### src/rtl/pixel_ram_arbiter_if.sv
`default_nettype none
// +----------------------------------------------------------------------------+
// | Module   : pixel_ram_arbiter_if                                            |
// | Purpose  : Requester handshakes and RAM port of the pixel RAM arbiter.     |
// | Revision : 1.0 - initial release                                           |
// +----------------------------------------------------------------------------+
interface pixel_ram_arbiter_if #(
  parameter int ADDR_W = 12,
  parameter int DATA_W = 3
) ();
  logic              req0;
  logic [ADDR_W-1:0] addr0;
  logic              gnt0;
  logic              rvalid0;
  logic [DATA_W-1:0] rdata0;
  logic              req1;
  logic [ADDR_W-1:0] addr1;
  logic              gnt1;
  logic              rvalid1;
  logic [DATA_W-1:0] rdata1;
  logic [ADDR_W-1:0] ram_addr;
  logic [DATA_W-1:0] ram_q;
  logic              busy;

  modport slave (
    input  req0, addr0, req1, addr1, ram_q,
    output gnt0, rvalid0, rdata0, gnt1, rvalid1, rdata1, ram_addr, busy
  );

  modport master (
    output req0, addr0, req1, addr1, ram_q,
    input  gnt0, rvalid0, rdata0, gnt1, rvalid1, rdata1, ram_addr, busy
  );
endinterface
`default_nettype wire

### src/rtl/pixel_ram_arbiter.sv
`default_nettype none
// +----------------------------------------------------------------------------+
// | Module   : pixel_ram_arbiter                                               |
// | Purpose  : Round-robin sharing of one read-only pixel RAM by two scanners. |
// | Revision : 1.0 - initial release                                           |
// +----------------------------------------------------------------------------+
module pixel_ram_arbiter #(
  parameter int ADDR_W = 12,
  parameter int DATA_W = 3,
  parameter int RD_LAT = 1
) (
  input  wire logic          clk,
  input  wire logic          reset,
  pixel_ram_arbiter_if.slave bus
);
  localparam int c_TAIL = RD_LAT - 1;

  logic              r_ptr;
  logic [ADDR_W-1:0] r_lastAddr;
  logic [RD_LAT-1:0] r_tagValid;
  logic [RD_LAT-1:0] r_tagOwner;
  logic              r_rvalid0;
  logic              r_rvalid1;
  logic [DATA_W-1:0] r_rdata0;
  logic [DATA_W-1:0] r_rdata1;

  logic              w_any;
  logic              w_win;
  logic [ADDR_W-1:0] w_winAddr;

  // Pointer only matters under contention; a lone requester always wins.
  always_comb begin
    w_any     = bus.req0 | bus.req1;
    w_win     = (bus.req0 & bus.req1) ? r_ptr : bus.req1;
    w_winAddr = w_win ? bus.addr1 : bus.addr0;
  end

  assign bus.gnt0     = bus.req0 & ~w_win;
  assign bus.gnt1     = bus.req1 & w_win;
  assign bus.ram_addr = w_any ? w_winAddr : r_lastAddr;
  assign bus.busy     = |r_tagValid;
  assign bus.rvalid0  = r_rvalid0;
  assign bus.rvalid1  = r_rvalid1;
  assign bus.rdata0   = r_rdata0;
  assign bus.rdata1   = r_rdata1;

  always_ff @(posedge clk or posedge reset) begin
    if (reset) begin
      r_ptr      <= 1'b0;
      r_lastAddr <= '0;
      r_tagValid <= '0;
      r_tagOwner <= '0;
      r_rvalid0  <= 1'b0;
      r_rvalid1  <= 1'b0;
      r_rdata0   <= '0;
      r_rdata1   <= '0;
    end else begin
      if (w_any) begin
        r_ptr      <= ~w_win;
        r_lastAddr <= w_winAddr;
      end
      r_tagValid[0] <= w_any;
      r_tagOwner[0] <= w_win;
      for (int i = 1; i < RD_LAT; i++) begin
        r_tagValid[i] <= r_tagValid[i-1];
        r_tagOwner[i] <= r_tagOwner[i-1];
      end
      // Tail entry lines up with ram_q for the read it tracks.
      r_rvalid0 <= r_tagValid[c_TAIL] & ~r_tagOwner[c_TAIL];
      r_rvalid1 <= r_tagValid[c_TAIL] & r_tagOwner[c_TAIL];
      if (r_tagValid[c_TAIL] && !r_tagOwner[c_TAIL]) begin
        r_rdata0 <= bus.ram_q;
      end
      if (r_tagValid[c_TAIL] && r_tagOwner[c_TAIL]) begin
        r_rdata1 <= bus.ram_q;
      end
    end
  end
endmodule
`default_nettype wire
### src/flat_wrapper.sv
// flat-port wrapper written by rule: the top's interface ports become plain ports
module pixel_ram_arbiter_flat 
#(
  parameter int ADDR_W = 12,
  parameter int DATA_W = 3,
  parameter int RD_LAT = 1
)
  (clk, reset, bus_req0, bus_addr0, bus_req1, bus_addr1, bus_ram_q, bus_gnt0, bus_rvalid0, bus_rdata0, bus_gnt1, bus_rvalid1, bus_rdata1, bus_ram_addr, bus_busy);
  pixel_ram_arbiter_if #(.ADDR_W(ADDR_W), .DATA_W(DATA_W)) bus_i ();
  input  wire logic clk;
  input  wire logic reset;
  input wire logic [$bits(bus_i.req0)-1:0] bus_req0;
  input wire logic [$bits(bus_i.addr0)-1:0] bus_addr0;
  input wire logic [$bits(bus_i.req1)-1:0] bus_req1;
  input wire logic [$bits(bus_i.addr1)-1:0] bus_addr1;
  input wire logic [$bits(bus_i.ram_q)-1:0] bus_ram_q;
  output wire logic [$bits(bus_i.gnt0)-1:0] bus_gnt0;
  output wire logic [$bits(bus_i.rvalid0)-1:0] bus_rvalid0;
  output wire logic [$bits(bus_i.rdata0)-1:0] bus_rdata0;
  output wire logic [$bits(bus_i.gnt1)-1:0] bus_gnt1;
  output wire logic [$bits(bus_i.rvalid1)-1:0] bus_rvalid1;
  output wire logic [$bits(bus_i.rdata1)-1:0] bus_rdata1;
  output wire logic [$bits(bus_i.ram_addr)-1:0] bus_ram_addr;
  output wire logic [$bits(bus_i.busy)-1:0] bus_busy;
  assign bus_i.req0 = bus_req0;
  assign bus_i.addr0 = bus_addr0;
  assign bus_i.req1 = bus_req1;
  assign bus_i.addr1 = bus_addr1;
  assign bus_i.ram_q = bus_ram_q;
  assign bus_gnt0 = bus_i.gnt0;
  assign bus_rvalid0 = bus_i.rvalid0;
  assign bus_rdata0 = bus_i.rdata0;
  assign bus_gnt1 = bus_i.gnt1;
  assign bus_rvalid1 = bus_i.rvalid1;
  assign bus_rdata1 = bus_i.rdata1;
  assign bus_ram_addr = bus_i.ram_addr;
  assign bus_busy = bus_i.busy;
  pixel_ram_arbiter #(.ADDR_W(ADDR_W), .DATA_W(DATA_W), .RD_LAT(RD_LAT)) u_core (.clk(clk), .reset(reset), .bus(bus_i));
endmodule
### config.mk
export PLATFORM = sky130hd
export DESIGN_NAME = pixel_ram_arbiter_flat
export DESIGN_NICKNAME = d
export VERILOG_FILES = /design/src/rtl/pixel_ram_arbiter_if.sv /design/src/rtl/pixel_ram_arbiter.sv /design/src/flat_wrapper.sv
export SDC_FILE = /design/constraint.sdc
export NUM_CORES = 1
export LEC_CHECK = 0
export BUFFER_PORTS_ARGS = -buffer_cell sky130_fd_sc_hd__buf_2
export CORE_AREA = 2 2 51 53
export CTS_CLUSTER_DIAMETER = 100
export DETAILED_ROUTE_END_ITERATION = 7
export DIE_AREA = 0 0 53 55
export PLACE_DENSITY = 0.78
export SLEW_MARGIN = 10
export SYNTH_ARGS = -nofsm -noshare
export SYNTH_HDL_FRONTEND = slang
export SYNTH_SLANG_ARGS = --single-unit
### constraint.sdc
create_clock -name clk -period 2.8 [get_ports clk]
set_input_delay 0.56 -clock clk [delete_from_list [all_inputs] [get_ports clk]]
set_output_delay 0.56 -clock clk [all_outputs]
set_load 0.01 [all_outputs]
==> After elaboration in Yosys (flattened, before gate mapping) <==
Cells that the tools add are included.
{ "word_totals": {"reg_bits": 23, "inputBits": 31, "output_inout_bits": 23} }
{ "classes": {"mux": 3, "n_bitwise": 8, "n_reduce_logical": 3} }
{ "ops": {"columns": ["op", "n"], "rows": [
  ["2-to-1 mux 12 bit", 2],
  ["AND 1 bit", 5],
  ["logical AND 1 bit", 2],
  ["NOT 1 bit", 2],
  ["zero test 1 bit", 1],
  ["2-to-1 mux 1 bit", 1],
  ["OR 1 bit", 1]
]} }

==> Longest topological paths before layout <==
{ "depth": {"depth_word": 4, "ltp_mapped": 4} }

==> Worst setup path after synthesis <==
OpenSTA, ideal clock, no wires.
{ "synth_timing": {"path_kind": "input -> output", "from": "in bus_req1", "to": "out bus_ram_addr[3]", "t_arrival_ps": 1214, "required_time_ps": 2240, "slack_ps": 1026, "cell_stages": 4, "n_path_buf": 2, "cell_sequence": "inv_2 -> buf_4 -> buf_2 -> a21oi_1"} }
{ "synth_via": {"elab_chain_cells": 4, "elab_cells_between_ends": 5} }
{ "synth_rtl": {"columns": ["item", "line", "source"], "rows": [
  ["start, declared", "flat_wrapper.sv:14", "input wire logic [$bits(bus_i.req1)-1:0] bus_req1;"],
  ["AND 1 bit", "pixel_ram_arbiter.sv:34", "w_win = (bus.req0 & bus.req1) ? r_ptr : bus.req1;"],
  ["2-to-1 mux 1 bit", "pixel_ram_arbiter.sv:34", null],
  ["2-to-1 mux 12 bit", "pixel_ram_arbiter.sv:35", "w_winAddr = w_win ? bus.addr1 : bus.addr0;"],
  ["2-to-1 mux 12 bit *", "pixel_ram_arbiter.sv:40", "assign bus.ram_addr = w_any ? w_winAddr : r_lastAddr;"],
  ["end, declared", "flat_wrapper.sv:23", "output wire logic [$bits(bus_i.ram_addr)-1:0] bus_ram_addr;"]
]} }
Mark *: on every way between the ends. The rest lies on a longest branch, timed or not.

==> Worst setup path after layout <==
{ "layout_timing": {"from": "reg u_core.r_ptr", "to": "out bus_ram_addr[2]"} }
{ "layout_via": {"elab_chain_cells": 3} }
{ "layout_rtl": {"columns": ["item", "line", "source"], "rows": [
  ["start, declared", "pixel_ram_arbiter.sv:18", "logic r_ptr;"],
  ["start signal, assigned", "pixel_ram_arbiter.sv:59", "r_ptr <= ~w_win;"],
  ["2-to-1 mux 1 bit", "pixel_ram_arbiter.sv:34", null],
  ["2-to-1 mux 12 bit", "pixel_ram_arbiter.sv:35", null],
  ["2-to-1 mux 12 bit", "pixel_ram_arbiter.sv:40", null]
]} }
No other way between the ends.

==> impl_summary.log <==
[metrics] result of the run: finished clean
[metrics] number of input and output port buffers inserted: 53
[metrics] distinct cell type count of the synthesized netlist: 22
[metrics] placed cell count: 172
[metrics] buffer type at the clock tree root: sky130_fd_sc_hd__clkbuf_4
[metrics] Core Footprint: 2360 sq um
[metrics] violation count after the first detailed-route iteration: 12
[metrics] nets@finish: 178
[metrics] worst slew pin tran: 831 ps
[metrics] type of the worst min-delay path: primary input to async pin
[metrics] Power, Total: 747 uW
[metrics] Die X-Extent: 53 um
[metrics] maximum net fanout on the critical path: 15
[metrics] area of the multi-input gates: 468 sq um
[metrics] hold buffer count at cts: 0
[metrics] largest net degree at the start of global routing: 28
[metrics] detailed placement HPWL: 1.69 mm
[metrics] RSZ-0062 raised after global routing: no
[metrics] fraction of layout instances using a drive strength above 1: 0.514
[metrics] antenna violations before repair: 0
[metrics] leading cell type by number of instances after synthesis: sky130_fd_sc_hd__dfrtp_1
[metrics] top-level port count: 54
[metrics] Synth area leader: sky130_fd_sc_hd__dfrtp_1
[metrics] chain of cells forming the critical path: nor2b_4 > o32ai_1 > a21oi_1 > buf_2
[metrics] worst clock skew: 11.4 ps
[metrics] Worst Setup Path Type: flip-flop to primary output
[metrics] die area: 2920 sq um
[metrics] worst path arrival time: 1780 ps
[metrics] maximum capacitance violations: 0
[metrics] PostCTS Resize Cnt: 0
[metrics] clock buffer depth: 2
[metrics] Post-Syn Instances: 94
[metrics] area of the mapped netlist: 1100 sq um
[metrics] total negative slack for setup checks: 0 ps
[metrics] flip-flop cell with the highest count after synthesis: sky130_fd_sc_hd__dfrtp_1
[metrics] clk sinks: 23
[metrics] post-layout instance count excluding filler cells: 176
[metrics] share of the clock period used by the worst path: 0.835
[metrics] relative max-transition margin: 0.446
[metrics] clock insertion delay at the later pin of the skew report: 310 ps
[metrics] Diodes inserted: 0
[metrics] mean post-synth cell area: 11.7 sq um
[metrics] setup repair bufs after CTS: 0
[metrics] Worst Setup Start Kind: flip-flop
[metrics] clock tree from TritonCTS: yes
[metrics] number of warnings issued by yosys: 0
[metrics] critical path's largest stage delay: 600 ps
[metrics] via total after detailed routing: 926
[metrics] number of synthesized register bits: 23
[metrics] share of the core filled with cells in the final layout: 0.589
[metrics] cell with the biggest individual delay on the critical path: sky130_fd_sc_hd__dfrtp_1
[metrics] register area share after synthesis: 0.524
[metrics] Layout fillers: 213
[metrics] cell area power density: 537 nW/um^2
[metrics] area occupied by registers: 576 sq um
[metrics] average wire per cell in the routed design: 12.8 um
[metrics] number of flops mapped to enable cells by yosys: 0
[metrics] routing usage on met3: 0.0484
[metrics] vias per cell: 5.26
[metrics] residual DRC count: 0
[metrics] Initial DRT Pass Iterations: 4
[metrics] vias in the first global route: 822
[metrics] deepest level of the CTS H-tree: 1
[metrics] number of failing hold endpoints at the final stage: 0
[metrics] number of buffers added by the clock tree synthesis step: 3
[metrics] first-pass GRT wire length: 3.43 mm
[metrics] Row Count: 18
[metrics] FFs w/ async S/R, synth: 1.00
[metrics] largest vdd supply drop: 0.000379 V
[metrics] layout-stage area growth over the synthesis result: 26.8%
[metrics] leakage power total: 0.659 nW
[metrics] area share of the largest cell type after synthesis: 0.524
[metrics] Die Y-Extent: 55 um
[metrics] Final Max Slew Viols: 0
[metrics] Crit path required time: 2240 ps
[metrics] leftover overflow at the end of global routing: 0
[metrics] maximum clock rate: 428 MHz
[metrics] critical path endpoint category: primary output
[metrics] final worst path period need: 2340 ps
[metrics] Most Used Layer, Global Route: met2
[metrics] global-route usage over all layers: 0.166
[metrics] RePlAce Congestion: 0.695
[metrics] Total Routed Length: 2.24 mm
[metrics] initial cell density of the core: 0.465
[metrics] count of antenna-violating nets left after detailed routing: 0
[metrics] cell types occupying the most area after synthesis: sky130_fd_sc_hd__dfrtp_1, sky130_fd_sc_hd__o32ai_1, sky130_fd_sc_hd__or2b_1
[metrics] register clock-pin slew on the reported worst setup and hold paths: 130 ps
[metrics] met2 Track Usage GR: 0.315
[metrics] logic depth of the worst register-to-register path: 3
[metrics] GR Layer Usage met1: 0.178
[metrics] commonest cells in the netlist: sky130_fd_sc_hd__dfrtp_1, sky130_fd_sc_hd__o21ai_0, sky130_fd_sc_hd__o32ai_1, sky130_fd_sc_hd__or2b_1, sky130_fd_sc_hd__a21oi_2
[metrics] Final setup viols: 0
[metrics] post-synth net total: 125
## worst max-delay path, delay by kind of cell, from the launching register on
kind | cells | cell delay (ps)
compound gates | 2 | 320
flops | 1 | 600
simple gates | 1 | 400
buf+inv | 1 | 160
## metal layers
layer,vias to the layer above,part of all wire
met4,0,0.0094
met1,440,0.42
met5,-,0
met2,33,0.50
met3,4,0.069
li1,449,-
## path summary, 6_finish.rpt
path	startpoint	end	slack, ps
max	u_core.r_ptr$_DFFE_PP0N_	bus_ram_addr[2]	460
min	reset	u_core.r_lastAddr[4]$_DFF_PP0_	390
max reg2reg	u_core.r_ptr$_DFFE_PP0N_	u_core.r_lastAddr[2]$_DFF_PP0_	1400
min reg2reg	u_core.bus.rdata1[0]$_DFFE_PP0P_	u_core.bus.rdata1[0]$_DFFE_PP0P_	520
max in group asynchronous	reset	u_core.r_lastAddr[10]$_DFF_PP0_	1890
min in group clk	bus_req1	u_core.bus.busy$_DFF_PP0_	470
## power by group
part | internal (mW) | total (mW) | leakage, nW | switching [mW]
Clock | 0.0533 | 0.149 | 0.0177 | 0.0961
Combinational | 0.0936 | 0.198 | 0.376 | 0.104
Sequential | 0.376 | 0.400 | 0.265 | 0.0241
## kinds of logic (layout without fill, tap and decap cells)
logic type,count (synthesis),in the layout,share of synthesized area
multiplexers,6,6,0.0615
buffers and inverters,9,61,0.0501
AND/OR/NAND/NOR,18,18,0.115
flip-flops,23,23,0.524
AO/OA/AOI/OAI,38,38,0.249
## stage by stage
step / setup slack, ps / hold WS, ps / instance area, sq um
after detailed placement: 593 / 492 / 1370
final: 462 / 390 / 1390
after global routing: 286 / 455 / 1390
after global placement: 635 / 474 / 1370
after CTS: 463 / 409 / 1390
after floorplan: 1030 / 448 / 1100
## placed cells by master, fill, tap and decap left out, drive strengths merged, types with 2 or more instances in the layout
| master | n |
|---|---|
| nor2 | 2 |
| clkbuf | 3 |
| buf | 54 |
| or2b | 11 |
| dfrtp | 23 |
| nor2b | 2 |
| o32ai | 12 |
| mux2 | 6 |
| inv | 3 |
| a21oi | 12 |
| o21ai | 12 |
## state kept, by name (all words and copies together) (netlist names)
name,count
u_core.r_lastAddr,12
u_core.bus.rdata0,3
u_core.bus.rdata1,3
u_core.bus.busy,1
u_core.bus.rvalid0,1
u_core.bus.rvalid1,1
u_core.r_ptr,1
u_core.r_tagOwner,1
## layout make-up
type                    instances  area share
well taps                      30      0.0270
inverters                       3     0.00809
multi-input cells              62       0.336
clock inverters                 1     0.00359
clock buffers                   3      0.0162
flip-flops and latches         23       0.413
repair buffers                 54       0.196
Note: power is estimated with default switching activity, not from simulation.
